<file path="src/rtl/muldiv_seq_ctrl.sv">
// muldiv_seq_ctrl
// Multi-cycle unsigned multiply (shift-add) and restoring divide.
// Each step does one add/subtract and one shift. The core issues a request
// with i_start and waits for o_done.
//
// Ports:
//   i_clk        clock, rising edge
//   i_rst        asynchronous, active-high reset
//   i_start      request, sampled only in IDLE
//   i_op         0 = multiply, 1 = divide (captured with i_start)
//   i_a          multiplicand / dividend (captured with i_start)
//   i_b          multiplier / divisor (captured with i_start)
//   o_busy       high from the accepting edge through the DONE cycle
//   o_done       one-cycle pulse; results are valid from this cycle on
//   o_res_hi     MUL: product[2W-1:W]   DIV: remainder
//   o_res_lo     MUL: product[W-1:0]    DIV: quotient
//   o_div_zero   set with done for a divide by zero; cleared on next accept
//
// state  | meaning
// -------+----------------------------------------------------------
// IDLE   | waiting for i_start; results hold their last values
// STEP   | one shift-add / shift-subtract iteration per cycle
// DONE   | o_done pulse, results valid; returns to IDLE

module muldiv_seq_ctrl #(
   parameter int WIDTH = 8
) (
   input  logic             i_clk,
   input  logic             i_rst,
   input  logic             i_start,
   input  logic             i_op,
   input  logic [WIDTH-1:0] i_a,
   input  logic [WIDTH-1:0] i_b,
   output logic             o_busy,
   output logic             o_done,
   output logic [WIDTH-1:0] o_res_hi,
   output logic [WIDTH-1:0] o_res_lo,
   output logic             o_div_zero
);

   localparam int CW = $clog2(WIDTH) + 1;

   localparam logic [1:0] S_IDLE = 2'd0;
   localparam logic [1:0] S_STEP = 2'd1;
   localparam logic [1:0] S_DONE = 2'd2;

   localparam logic [CW-1:0] CNT_ONE  = CW'(1);
   localparam logic [CW-1:0] CNT_LAST = CW'(WIDTH - 1);

   logic [1:0]       r_state;
   logic [CW-1:0]    r_cnt;
   logic             r_op;
   logic [WIDTH-1:0] r_b;
   logic [WIDTH-1:0] r_hi;
   logic [WIDTH-1:0] r_lo;
   logic             r_div_zero;

   logic [WIDTH:0]   w_mul_sum;
   logic [WIDTH:0]   w_div_rem;
   logic [WIDTH:0]   w_div_diff;
   logic             w_div_ge;
   logic [WIDTH-1:0] w_div_hi;

   // Multiply: carry of the add becomes the new MSB after the right shift.
   assign w_mul_sum = {1'b0, r_hi} + (r_lo[0] ? {1'b0, r_b} : '0);

   // Divide: the left-shifted remainder is WIDTH+1 bits wide. Whenever its
   // top bit is set it is >= b, so the kept value always fits WIDTH bits.
   assign w_div_rem  = {r_hi, r_lo[WIDTH-1]};
   assign w_div_ge   = (w_div_rem >= {1'b0, r_b});
   assign w_div_diff = w_div_rem - {1'b0, r_b};
   assign w_div_hi   = w_div_ge ? w_div_diff[WIDTH-1:0] : w_div_rem[WIDTH-1:0];

   always_ff @(posedge i_clk or posedge i_rst) begin
      if (i_rst) begin
         r_state    <= S_IDLE;
         r_cnt      <= '0;
         r_op       <= 1'b0;
         r_b        <= '0;
         r_hi       <= '0;
         r_lo       <= '0;
         r_div_zero <= 1'b0;
      end else begin
         case (r_state)
            S_IDLE: begin
               if (i_start) begin
                  r_op       <= i_op;
                  r_b        <= i_b;
                  r_cnt      <= '0;
                  r_div_zero <= 1'b0;
                  if (i_op && (i_b == '0)) begin
                     r_hi       <= i_a;
                     r_lo       <= '1;
                     r_div_zero <= 1'b1;
                     r_state    <= S_DONE;
                  end else begin
                     r_hi    <= '0;
                     r_lo    <= i_a;
                     r_state <= S_STEP;
                  end
               end
            end
            S_STEP: begin
               r_cnt <= r_cnt + CNT_ONE;
               if (r_op) begin
                  r_hi <= w_div_hi;
                  r_lo <= {r_lo[WIDTH-2:0], w_div_ge};
               end else begin
                  {r_hi, r_lo} <= {w_mul_sum, r_lo[WIDTH-1:1]};
               end
               if (r_cnt == CNT_LAST) begin
                  r_state <= S_DONE;
               end
            end
            S_DONE: begin
               r_state <= S_IDLE;
            end
            default: begin
               r_state <= S_IDLE;
            end
         endcase
      end
   end

   assign o_busy     = (r_state != S_IDLE);
   assign o_done     = (r_state == S_DONE);
   assign o_res_hi   = r_hi;
   assign o_res_lo   = r_lo;
   assign o_div_zero = r_div_zero;

endmodule

</file>
<file path="config.mk">
export PLATFORM = sky130hd
export DESIGN_NAME = muldiv_seq_ctrl
export DESIGN_NICKNAME = d
export VERILOG_FILES = /design/src/rtl/muldiv_seq_ctrl.sv
export SDC_FILE = /design/constraint.sdc
export NUM_CORES = 1
export LEC_CHECK = 0
export CAP_MARGIN = 25
export CORE_AREA = 2 2 81 83
export DETAILED_ROUTE_END_ITERATION = 12
export DIE_AREA = 0 0 83 85
export PLACE_DENSITY_LB_ADDON = 0.15
export SLEW_MARGIN = 20
export SYNTH_ARGS = -nofsm -noshare
export SYNTH_HDL_FRONTEND = slang
export SYNTH_SLANG_ARGS = --single-unit
</file>
<file path="constraint.sdc">
create_clock -name i_clk -period 2.2 [get_ports i_clk]
set_input_delay 0.44 -clock i_clk [delete_from_list [all_inputs] [get_ports i_clk]]
set_output_delay 0.44 -clock i_clk [all_outputs]
set_load 0.03 [all_outputs]
</file>
* Word level (Yosys, flattened, before mapping)
Index checks and enable logic that the tools add are counted.
W data, S select, Z words.
** Storage, ports and cells
- Latch bits :: 0
- Input bits :: 20
- Memory bits (writable) :: 0
- Word-level logic and storage cells :: 41
- Bits in registers :: 32
- Memories :: 0
- Memory bits (read-only) :: 0
- Output and inout port bits :: 19
** Cells by class
- Multipliers :: 0
- Shift operators :: 0
- Equality and inequality tests :: 5
- Bitwise logic cells :: 0
- Divide/modulo/power cells :: 0
- Multiplexer cells :: 17
- $add $sub $neg :: 3
- Reduce and logical (&&, ||, !) cells :: 8
- Order comparisons :: 1
** Operators by type and width (count)
- $mux W8 :: 8
- $pmux W8 S2 :: 2
- $add A8 B8 Y9 :: 1
- $ge A9 B8 Y1 :: 1
- $logic_not A8 Y1 :: 1
- $pmux W4 S2 :: 1
- $sub A8 B8 Y8 :: 1
- $mux W2 :: 3
- $reduce_and A2 Y1 :: 3
- $add A4 B1 Y4 const B :: 1
- $eq A4 B3 Y1 const B :: 1
- $mux W4 :: 1
- $ne A2 B2 Y1 const B :: 2
- $pmux W2 S2 :: 1
- $reduce_bool A2 Y1 :: 2
- $eq A2 B1 Y1 const B :: 1
- $eq A2 B2 Y1 const B :: 1
- $logic_not A2 Y1 :: 1
- $logic_and A1 B1 Y1 :: 1
- $mux W1 :: 1

* Logic depth before layout (Yosys ltp)
Gate-level depths: netlist of run 1.
- Depth in word-level cells :: 5
- Gate-level depth with buffers :: 9
- Depth with buffers taken out :: 9

* Worst setup path after synthesis of run 1
OpenSTA, ideal clock, no wires.
- Path type :: register -> register
- From :: reg r_lo[0] (netlist: o_res_lo[0])
- To :: reg r_hi[5] (netlist: o_res_hi[5])
- Path slack :: -0.171 ns
- Stages on the path, launching flop included :: 10
- Period minus slack after synthesis :: 2.371 ns
- Buffers on the path :: 0
- Arrival time :: 2.250 ns
- Required time :: 2.079 ns
- Library setup time :: 0.121 ns
- Cells stage by stage :: dfrtp_1 -> and2_1 -> ha_1 -> fa_1 -> a211oi_1 -> o21ai_0 -> a21oi_1 -> xor2_1 -> a211oi_1 -> a22o_1
** On the way
- Longest elaborated chain between the ends :: 4
** Ends and longest elaborated chain
- start, declared :: RTL line 55 : logic [WIDTH-1:0] r_lo;
- start signal, assigned :: RTL line 98 : r_lo <= i_a;
- start signal, assigned :: RTL line 107 : r_lo <= {r_lo[WIDTH-2:0], w_div_ge};
- start signal, assigned :: RTL line 109 : {r_hi, r_lo} <= {w_mul_sum, r_lo[WIDTH-1:1]};
- $mux W8 :: RTL line 65 : assign w_mul_sum = {1'b0, r_hi} + (r_lo[0] ? {1'b0, r_b} : '0);
- $add A8 B8 Y9 :: RTL line 65
- $mux W8 :: RTL line 105 : if (r_op) begin
- $pmux W8 S2 :: RTL line 84 : case (r_state)
- end signal, assigned :: RTL line 92 : r_hi <= i_a;
- end signal, assigned :: RTL line 106 : r_hi <= w_div_hi;
- end signal, assigned :: RTL line 109
- end, declared :: RTL line 54 : logic [WIDTH-1:0] r_hi;
Every way passes these cells.
A chain may end at the register's enable or synchronous reset.

* Worst setup path in the final report of run 1
Ends and elaborated chain as after synthesis.

==> results by group, run 1 <==
Finish
  • Commonest cells after routing, fill and taps aside: nand2_1, clkdlybuf4s50_1, buf_4, dfrtp_1, o21ai_0
  • Commonest non-fill, non-tap cell in the layout: nand2_1
  • Number of diodes: 0
  • Share of cells above drive strength 1: 0.2110
  • Area grow syn2layout: 37.56%
  • # nets final: 384

Clock tree
  • Hold buffers post-CTS: 0
  • CTS Buf Count: 5
  • H-tree depth: 2
  • Max clock buf depth: 2
  • Root Buffer: clkbuf_8
  • Reg clk slew, reported paths: 0.07 ns
  • CTS sink count: 32
  • Clock Latency Late Sink: just under 0.3 ns
  • CTS tree: done

Timing
  • Least-Margin Pin Slew: slightly below 0.6 ns
  • Final min period: between 2 and 2.5 ns
  • Worst rel slew slack: 0.6028
  • Post-Route Skew: between 0.003 and 0.004 ns
  • Unrepaired setup endpoints after global routing: yes
  • Min Hold Slack: 0.4906 ns
  • Final max-slew violation count: 0
  • Final-report setup violation count: 0
  • Final hold violation count: 0
  • FMAX: 0.4620 GHz
  • Fin crit share: 0.9839

Worst setup path
  • WP data required: around 2.4 ns
  • R2r endpoint: o_res_hi[5]
  • Critical-path top delay cell: dfrtp_2
  • Reg2Reg Launch Point: o_res_lo[0]
  • Cell mode on critical path: a211oi_2
  • Reg2reg path depth: 9
  • Reg2reg setup slack: ~0.035 ns
  • CP peak stage delay: around 0.43 ns
  • Buf/Inv on CP: 0
  • Worst path depth: 9
  • Critical path class: reg2reg
  • Critical Path Source: o_res_lo[0]
  • Crit path to: o_res_hi[5]
  • CP Cell Sequence: and2_4 > ha_4 > fa_2 > a211oi_2 > o21ai_1 > a21oi_2 > xor2_1 > a211oi_2 > a22o_1
  • CP Data Arrival Time: between 2 and 2.5 ns
  • CP startpoint kind: flip-flop
  • Crit path max fanout: 3
  • Setup crit end kind: flip-flop
  • Top Family by Delay on Critical Path: compound AO/OA/AOI/OAI gates

Synthesis
  • #FFs+latches synth: 32
  • Yosys warns: 0
  • Synthesized Nets: roughly 320
  • Synth Area in Compound Gates: 0.2357
  • Synth Flop Type: dfrtp_1
  • Synth cell types: 57
  • Post-Syn Instances: 280
  • Largest family of logic cells by synthesized area: compound AO/OA/AOI/OAI gates
  • Post-synthesis cell area: around 2400 sq um
  • Simple-gate portion of the synthesized area: 0.2081
  • Seq/Total Area, Yosys: 0.3330
  • Number of synthesized flops with an enable pin: 0
  • Multiplexer share of the synthesized area: 0.04422
  • Area share of fa/ha/maj cells after synthesis: 0.1051
  • Synth Area in XOR/XNOR: 0.03278
  • Ys async rst share: 1.000
  • Syn Area/Cell: roughly 8.6 sq um

Detailed routing
  • Residual DRC: 0
  • Post-DR vias/cell: around 5.6
  • Routed len/inst: approximately 18 um
  • DR vias: ~2400
  • DR iter-0 viols: between 100 and 150
  • First-pass detailed-route iteration total: 4
  • Post-route ant nets: 0
  • Total Wirelength: just under 8000 um

Flow run
  • Max cap viols: 0

Place
  • Gpl congestion: approximately 0.93
  • Buffers on Ports: 38
  • DP HPWL: roughly 5700 um

Floorplanning
  • Die H: between 80 and 90 um
  • Total I/O pin count: 39
  • Die area: approximately 7100 sq um
  • Area of the core region: 6205 sq um
  • Initial Util: 0.3876
  • DIE WIDTH: between 80 and 90 um
  • # rows: 29

Power and ir drop
  • Power Dens Cells: 1888 nW/um^2
  • Pint: between 3 and 4 mW
  • Sw Share: 0.4773
  • VDD IR-drop max: 0.8085 mV
  • Sw power: between 2 and 3 mW
  • Total Power: ~6.2 mW
  • Cell leakage power: roughly 1.4 nW
  • Clock power frac: 0.077
  • Reg power frac: 0.199
  • Comb power frac: 0.723

GRT
  • GR Layer Usage met3: 0.03113
  • Most Crowded Layer GR: met2
  • M2 GR Usage: 0.3409
  • Grt total ovfl: 0
  • Met1 GRT Util: 0.2833
  • Vias in the first global route: approximately 2200
  • Largest net degree at the start of global routing: 33
  • Initial antenna violation count: 0
  • GR Util All Layers: 0.2117
  • First-pass GRT wire length: roughly 12000 um

Run status
  • Outcome: finished clean

Min path
  • Hold WC Path Type: reg2reg
  • Hold_sp: r_cnt[3]
==> kinds of logic (layout without fill, tap and decap cells) <==
kind of cell	after synthesis	count (layout)
buffers and inverters	26	92
DFF	32	32
adders and majority gates	19	19
muxes	10	10
and+or+nand+nor	100	100
xor gates and xnor gates	9	9
AOI/OAI and AO/OA	84	84
==> sequential cells by signal, indices dropped and copies added, names as in the netlist <==
name and count:
o_res_lo 8, o_div_zero 1, o_res_hi 8, r_cnt 4
r_state 2, r_b 8, r_op 1
==> Yosys cell counts (2+ instances only) <==
master | instances | area (sq um)
o211ai_1 | 5 | 37.54
xor2_1 | 6 | 52.55
nand2b_1 | 3 | 18.77
nand2_1 | 44 | 165.2
a21oi_1 | 21 | 105.1
and2_1 | 9 | 56.30
a21o_1 | 2 | 15.01
nand3_1 | 8 | 40.04
xnor2_1 | 3 | 26.28
o21ai_2 | 2 | 17.52
o2111ai_1 | 2 | 17.52
o21ai_0 | 22 | 110.1
a22o_1 | 3 | 26.28
clkbuf_1 | 10 | 37.54
dfrtp_1 | 32 | 800.8
a211oi_1 | 3 | 22.52
o21a_1 | 2 | 15.01
mux2i_1 | 8 | 80.08
o311ai_0 | 8 | 70.07
a31oi_1 | 3 | 18.77
inv_1 | 14 | 52.55
ha_1 | 17 | 212.7
nor2b_1 | 2 | 12.51
nor2_1 | 12 | 45.04
and3_1 | 4 | 25.02
nor3_1 | 3 | 15.01
fa_1 | 2 | 40.04
==> final cells by class <==
type                    instances  area, sq um
inverters                      14        52.55
flip-flops and latches         32        803.3
well taps                      77        96.34
repair buffers                 70        624.3
multi-input cells             222         1642
clock buffers                   8        90.09
fillers                       597         2897
==> worst register-to-register path, cell delays in order, from the launching register on <==
cell	delay, ns
dfrtp_2	0.43
and2_4	0.15
ha_4	0.16
fa_2	0.35
a211oi_2	0.22
o21ai_1	0.10
a21oi_2	0.17
xor2_1	0.21
a211oi_2	0.09
a22o_1	0.19
==> power by group through the flow <==
| stage | clock network (mW) | logic (mW) | registers [mW] |
|---|---|---|---|
| after detailed placement | 0 | 4.06 | 1.22 |
| final | 0.482 | 4.52 | 1.25 |
| after floorplan | 0 | 2.44 | 1.40 |
| after global placement | 0 | 4.04 | 1.22 |
| after CTS | 0.496 | 4.17 | 1.21 |
| after global routing | 0.511 | 4.95 | 1.28 |
==> what timing repair did <==
action | in CTS | in global routing
endpoints found under the setup margin | 2 | 7
gates resized for setup | 9 | 18
buffers inserted | 0 | 2
pin swaps | 3 | 15
==> layer usage <==
| layer | vias to the layer above | wire length (um) |
|---|---|---|
| met5 | - | 0 |
| met4 | 0 | 217 |
| met3 | 20 | 282 |
| met2 | 72 | 3703 |
| met1 | 1137 | 3543 |
| li1 | 1152 | - |
==> worst min path at each step <==
stage | depth (start not counted) | to | slack [ns]
2_1_floorplan | 1 | r_cnt[3] | 0.45
3_3_place_gp | 1 | r_cnt[3] | 0.47
3_5_place_dp | 1 | r_cnt[3] | 0.47
4_1_cts | 1 | r_cnt[3] | 0.49
5_1_grt | 1 | r_cnt[3] | 0.53
6_report | 1 | r_cnt[3] | 0.49
==> stage by stage <==
step	utilization	TNS (ns)	worst slack, ns	instances	cell area [sq um]
after floorplan	-	-0.02134	-0.02134	280	2410
after global placement	0.4941	0	0.001030	413	3065
after global routing	0.5332	-0.2269	-0.1000	423	3308
after CTS	0.5138	0	0.006007	421	3188
after detailed placement	0.4941	-0.1063	-0.09817	413	3065
final	0.5332	0	0.03547	423	3308
Power figures use the tool's default switching activity.
==> run 2, diff against run 1 <==
- CTS_CLUSTER_SIZE: default -> 8
- SLEW_MARGIN: 20 -> default
==> results of run 2 <==
The final DEF is identical to that of run 1; final timing and power are the same.
